### config.mk
export PLATFORM = sky130hd
export DESIGN_NAME = para_shift_tx
export DESIGN_NICKNAME = d
export VERILOG_FILES = /design/src/rtl/para_shift_tx.sv
export SDC_FILE = /design/constraint.sdc
export NUM_CORES = 1
export LEC_CHECK = 0
export BUFFER_PORTS_ARGS = -buffer_cell sky130_fd_sc_hd__buf_4
export CORE_ASPECT_RATIO = 1.75
export CORE_MARGIN = 2
export CORE_UTILIZATION = 40
export DETAILED_ROUTE_END_ITERATION = 12
export HOLD_SLACK_MARGIN = 0.12
export SYNTH_ARGS = -nofsm -noshare
export SYNTH_HDL_FRONTEND = slang
export SYNTH_SLANG_ARGS = --single-unit
export TNS_END_PERCENT = 1
### constraint.sdc
create_clock -name clk -period 2 [get_ports clk]
set_clock_uncertainty 0.05 [all_clocks]
set_input_delay 0.5 -clock clk [delete_from_list [all_inputs] [get_ports clk]]
set_output_delay 0.5 -clock clk [all_outputs]
set_load 0.02 [all_outputs]
### src/rtl/para_shift_tx.sv
// para_shift_tx: parallel-to-serial transmitter with valid/ready handshakes on both sides.
module para_shift_tx #(
    parameter int W         = 32,
    parameter bit MSB_FIRST = 1
) (
    input  logic         clk,
    input  logic         rst_n,
    input  logic [W-1:0] par_in,
    input  logic         load_valid,
    output logic         load_ready,
    output logic         ser_out,
    output logic         ser_valid,
    input  logic         ser_ready,
    output logic         busy,
    output logic         done
);
    localparam int CW = $clog2(W);
    typedef enum logic {IDLE, SHIFT} state_t;
    state_t       state, state_nx;
    logic [W-1:0] sreg, sreg_nx;
    logic [CW-1:0] cnt, cnt_nx;
    logic         xfer, last, load;
    always_comb begin
        state_nx   = state;
        sreg_nx    = sreg;
        cnt_nx     = cnt;
        xfer       = (state == SHIFT) && ser_ready;
        last       = xfer && (cnt == CW'(W - 1));
        load_ready = (state == IDLE) || last;
        load       = load_valid && load_ready;
        ser_valid  = state == SHIFT;
        busy       = state == SHIFT;
        ser_out    = (state == SHIFT) && (MSB_FIRST ? sreg[W-1] : sreg[0]);
        // a load on the last-bit transfer overrides the shift so the next word follows with no gap
        if (load) begin
            state_nx = SHIFT;
            sreg_nx  = par_in;
            cnt_nx   = '0;
        end else if (xfer) begin
            sreg_nx  = MSB_FIRST ? {sreg[W-2:0], 1'b0} : {1'b0, sreg[W-1:1]};
            cnt_nx   = last ? '0 : cnt + 1'b1;
            state_nx = last ? IDLE : SHIFT;
        end
    end
    always_ff @(posedge clk) begin
        if (!rst_n) begin
            state <= IDLE;
            sreg  <= '0;
            cnt   <= '0;
            done  <= 1'b0;
        end else begin
            state <= state_nx;
            sreg  <= sreg_nx;
            cnt   <= cnt_nx;
            done  <= last;
        end
    end
endmodule

# Word-level counts from Yosys, hierarchy flattened
# Cells that the tools add are included.
[classes]
add_sub_neg = 1
eq_ne = 1
muxes = 6
n_bitwise = 2
n_reduce_logical = 7
[ops]
columns = ["operator", "n"]
rows = [
  ["2-to-1 mux 32 bit", 2],
  ["adder 5 x 1 -> 5 bit, second input constant", 1],
  ["== test 5 bit, second input constant", 1],
  ["2-to-1 mux 5 bit", 1],
  ["logical AND 1 bit", 4],
  ["2-to-1 mux 1 bit", 3],
  ["NOT 1 bit", 2],
  ["nonzero test 2 bit", 1],
  ["OR reduction 2 bit", 1],
  ["logical OR 1 bit", 1],
]
[word_totals]
reg_bits = 39
in_bits = 36
output_inout_bits = 5
wordCells = 21

# Depth between registers and ports, before layout
[logic_depth]
ltp_word = 5
ltp_mapped = 8

# Least setup slack after synthesis
# OpenSTA, ideal clock, no wires.
[synth_path]
path_kind = "register -> register"
startpoint = "register cnt[0]"
endpoint = "register sreg[11]"
setup_time_ns = 0.123
arrival_time_ns = 1.614
required_ns = 1.827
slack_ns = 0.213
stages_incl_launch_ff = 9
n_path_buf = 1
cell_sequence = "dfxtp_1 -> ha_1 -> and3_1 -> ha_1 -> a21boi_4 -> inv_1 -> nand2_1 -> buf_4 -> a31oi_1"
[synth_via]
elab_chain_len = 5
word_cells_on_any_way = 6
classes_between = "eq/ne (1); mux (1); reduce/logical (4)"
[synth_lines]
columns = ["item", "line_no", "rtl"]
rows = [
  ["start: declaration", "21", "logic [CW-1:0] cnt, cnt_nx;"],
  ["start signal: assignment", "54", "cnt <= cnt_nx;"],
  ["== test 5 bit (*)", "28", "last = xfer && (cnt == CW'(W - 1));"],
  ["logical AND 1 bit (*)", "28", ""],
  ["logical OR 1 bit (*)", "29", "load_ready = (state == IDLE) || last;"],
  ["net load_ready", "10", "output logic load_ready,"],
  ["logical AND 1 bit (*)", "30", "load = load_valid && load_ready;"],
  ["2-to-1 mux 32 bit / nonzero test 2 bit (equally long branches)", "n/a", ""],
  ["end signal: assignment", "53", "sreg <= sreg_nx;"],
  ["end: declaration", "20", "logic [W-1:0] sreg, sreg_nx;"],
]
# The timed path passes the listed nets; every way through them passes the cells marked *.
# A chain may end at the register's enable or synchronous reset.

# Final worst setup path
[layout_path]
startpoint = "register cnt[1]"
endpoint = "output load_ready"
[layout_via]
elab_chain_len = 3
[layout_lines]
columns = ["item", "line_no"]
rows = [
  ["== test 5 bit", "28"],
  ["logical AND 1 bit", "28"],
  ["logical OR 1 bit", "29"],
  ["end: declaration", "10"],
]
# No other way between the ends.

==> flow_results.org <==
** Setup path
- CP Data Arrival Time :: 1450 ps
- Broken down by cell family, the worst path's largest delay share belongs to flip-flops.
- The worst setup path is launched from a flop.
- The setup path with the least slack is of type flop to output pin.
- Critical path's most frequent cell :: sky130_fd_sc_hd__ha_4
- Critical Path Fanout Max :: 2
- Type of element capturing the critical path :: output pin
- The signal on the critical path passes through ha_4 -> and3_4 -> ha_4 -> a21boi_4 -> inv_2 -> buf_6.
- Critical path buffer and inverter count :: 2
- For this run, the slowest stage of the critical path takes 340 ps.
- Critical path's slowest cell :: sky130_fd_sc_hd__dfxtp_2
- Data on the critical path is required at its endpoint by 1450 ps.

** Logic synthesis
- Yosys mapped a number of flops with a built-in enable equal to 0.
- Proportion of synthesized chip area in sequential cells :: 0.407
- Sorting the synthesized cells by how often they occur yields 66 x sky130_fd_sc_hd__nand2_1, 39 x sky130_fd_sc_hd__dfxtp_1, 32 x sky130_fd_sc_hd__o21ai_0, 31 x sky130_fd_sc_hd__a31oi_1, 30 x sky130_fd_sc_hd__nand2b_1.
- Top post-synthesis cells by area :: sky130_fd_sc_hd__dfxtp_1 41%, sky130_fd_sc_hd__nand2_1 13%, sky130_fd_sc_hd__a31oi_1 10%
- The cell count after synthesis came out at 248.
- Synthesis Warnings :: 0
- Most frequently used cell type in the post-synthesis netlist :: sky130_fd_sc_hd__nand2_1
- Proportion of synthesized flip-flops having asynchronous set or reset :: 0
- Dominant register cell in the synthesized netlist :: sky130_fd_sc_hd__dfxtp_1
- The biggest area contributor in the post-synthesis netlist is sky130_fd_sc_hd__dfxtp_1.
- The synthesized netlist contains 31 unique library cells.
- Share of Yosys cell area claimed by the top area cell type :: 0.407
- The number of nets in the synthesized netlist is 286.
- A synthesized cell averages 7.73 µm².
- After synthesis the netlist holds a flip-flop and latch count of 39.
- Post-Syn Area :: 1920 µm²

** Placed design
- Post-placement cell area :: 2210 µm²
- Routability-driven placement finished with a final weighted congestion of 0.729.
- Timing analysis after detailed placement gives a worst setup slack of 120 ps.
- Port buffer count :: 40
- The wire-length estimate of the detail-placed layout is 2730 µm.

** Routing
- Detailed-route wire length :: 4270 µm
- The first TritonRoute pass finished after 4 iterations.
- DRT antenna net count :: 0
- For this block, the via count after detailed routing is 1775.
- In the routed design, unresolved DRC markers number 0.
- Vias/cell :: 5.28
- After the first detailed-routing iteration, the DRC count stood at 54.
- Routed wire per std cell :: 12.7 µm

** STA
- At the pin with the least slew margin, the transition time is 437 ps.
- Share of the cycle needed by the critical path after routing :: 0.998
- The worst path needs 2000 ps of the cycle, external delays included.
- Number of endpoints failing setup at the final stage :: 0
- Worst-case setup margin in the final layout :: 3.70 ps
- Worst hold slack :: 421 ps
- Max-Slew Margin vs Limit :: 0.706
- Setup repair after global routing could not meet its margin everywhere.
- Static timing analysis puts the maximum clock frequency at 0.501 GHz.
- Sum of negative setup slack :: 0 ps
- Final hold vios :: 0
- The number of slew-limit violations in the final report came to 0.

** Finish
- Relative to the synthesized area, the layout overhead comes to 24.1%.
- Once layout is done, the placed cells without fillers occupy 2380 µm².
- Final core occ :: 0.510
- Number of fill cells in the layout :: 468
- Net count reported at finish :: 321
- Total inserted antenna cells :: 0
- Proportion of layout cells with a drive suffix above 1 :: 0.236

** GRT
- The initial antenna violation count came to 0.
- The first global-routing pass estimated 7040 µm of wire.
- Number of global-route vias before repair :: 1609
- Entering global routing, the biggest net connects 37 pins.
- GR Overflow Total :: 0
- Across every metal layer, demand over resource in global routing totals 0.167.

** Hold path
- Min-delay worst type :: flop to flop

** Clocking
- CTS built an H-tree with a depth of 2.
- CTS sink cnt :: 39
- The tree is rooted in a sky130_fd_sc_hd__clkbuf_8.
- Clock latency at the later pin of the worst-skew pair :: 280 ps
- Clock-pin slew was measured on the worst setup and hold paths at 70 ps.
- The number of clock buffers added by TritonCTS is 5.
- Clock tree from TritonCTS :: done
- The clock passes through at most 2 buffers.

** Floorplan
- Standard-cell row count :: 33
- Die height :: 95.6 µm
- Core area :: 4670 µm²
- Measured along the x axis, the die boundary spans 56.3 µm.
- Starting density of the core :: 0.411
- Ports placed on the boundary :: 41
- Die Outline Area :: 5390 µm²

** Pwr
- Reported leakage power :: 0.000927 µW
- IR analysis of the VDD net gives a maximum drop of 0.000562 V.
- In this run the power density over the cells is 711 nW/µm².

** Job
- Max Cap Viol :: 0

** Status
- The run finished with clean final reports.
==> metrics by stage <==
stage               total power [µW]  std cells
finish                          1690        336
global placement                1140        323
floorplan                       1050        248
detailed placement              1140        323
CTS                             1720        335
global route                    1790        336
==> cell usage in the layout (no fill, tap or decap), types with 2 or more instances in the layout <==
cell type,count
sky130_fd_sc_hd__a21oi_1,2
sky130_fd_sc_hd__a31oi_1,31
sky130_fd_sc_hd__and2_1,2
sky130_fd_sc_hd__and3_1,2
sky130_fd_sc_hd__buf_12,2
sky130_fd_sc_hd__buf_4,47
sky130_fd_sc_hd__clkbuf_8,7
sky130_fd_sc_hd__dfxtp_1,37
sky130_fd_sc_hd__dfxtp_2,2
sky130_fd_sc_hd__ha_4,2
sky130_fd_sc_hd__nand2_1,66
sky130_fd_sc_hd__nand2b_1,30
sky130_fd_sc_hd__nand3_1,2
sky130_fd_sc_hd__nor2_1,3
sky130_fd_sc_hd__o21ai_0,32
==> tightest hold or removal path, cell delays in order (launching register included) <==
cell                      delay [ps]
sky130_fd_sc_hd__dfxtp_1         310
sky130_fd_sc_hd__nand2_1          50
sky130_fd_sc_hd__a31oi_1          60
==> final timing paths <==
| kind | from | endpoint | slack, ps | cells past startpoint |
|---|---|---|---|---|
| max | cnt[1] | load_ready | 4 | 6 |
| min | sreg[13] | sreg[14] | 420 | 2 |
| max reg2reg | cnt[1] | cnt[4] | 140 | 8 |
| min reg2reg | sreg[13] | sreg[14] | 420 | 2 |
==> where the power goes <==
group | internal [µW] | switching, µW | leakage, µW
logic | 132 | 133 | 0.000553
registers | 832 | 29.9 | 0.000323
clock network | 315 | 252 | 0.0000515
==> repair_timing <==
item / 4_1_cts / 5_1_grt
gates resized for setup: 8 / 1
endpoints found under the setup margin: 1 / 1
buffers inserted: 4 / 1
pin swaps: 1 / 2
hold buffers: 0 / 0
gates cloned: 0 / 0
==> logic make-up (layout without fill, tap and decap cells) <==
kind of cell / after synthesis / after routing / share of synthesized area
mux: 2 / 2 / 0.0130
simple gates: 111 / 111 / 0.273
flops: 39 / 39 / 0.407
buf+inv: 23 / 59 / 0.0744
fa+ha+maj: 2 / 2 / 0.0130
xor+xnor: 2 / 2 / 0.00913
compound gates: 69 / 69 / 0.211
==> cell type report <==
class                   instances  area [µm²]  area share
clock buffers                   8         100      0.0420
inverters                       1        3.75     0.00158
multi-input cells             186        1020       0.430
flip-flops and latches         39         783       0.329
well taps                      52        65.1      0.0273
repair buffers                 50         404       0.170
==> flip-flops by register name (all words and copies together), names as in the netlist <==
register  flops
cnt           5
sreg         32
done          1
busy          1
==> per-layer routing <==
metal	vias to the layer above	part of all wire	global-route usage	wire (µm)
li1	909	-	-	-
met1	826	0.45	0.198	1930
met2	38	0.50	0.294	2150
met3	2	0.036	0.0326	153
met4	0	0.0094	0.0675	40
met5	-	0	0	0
(Power assumes the default switching activity.)
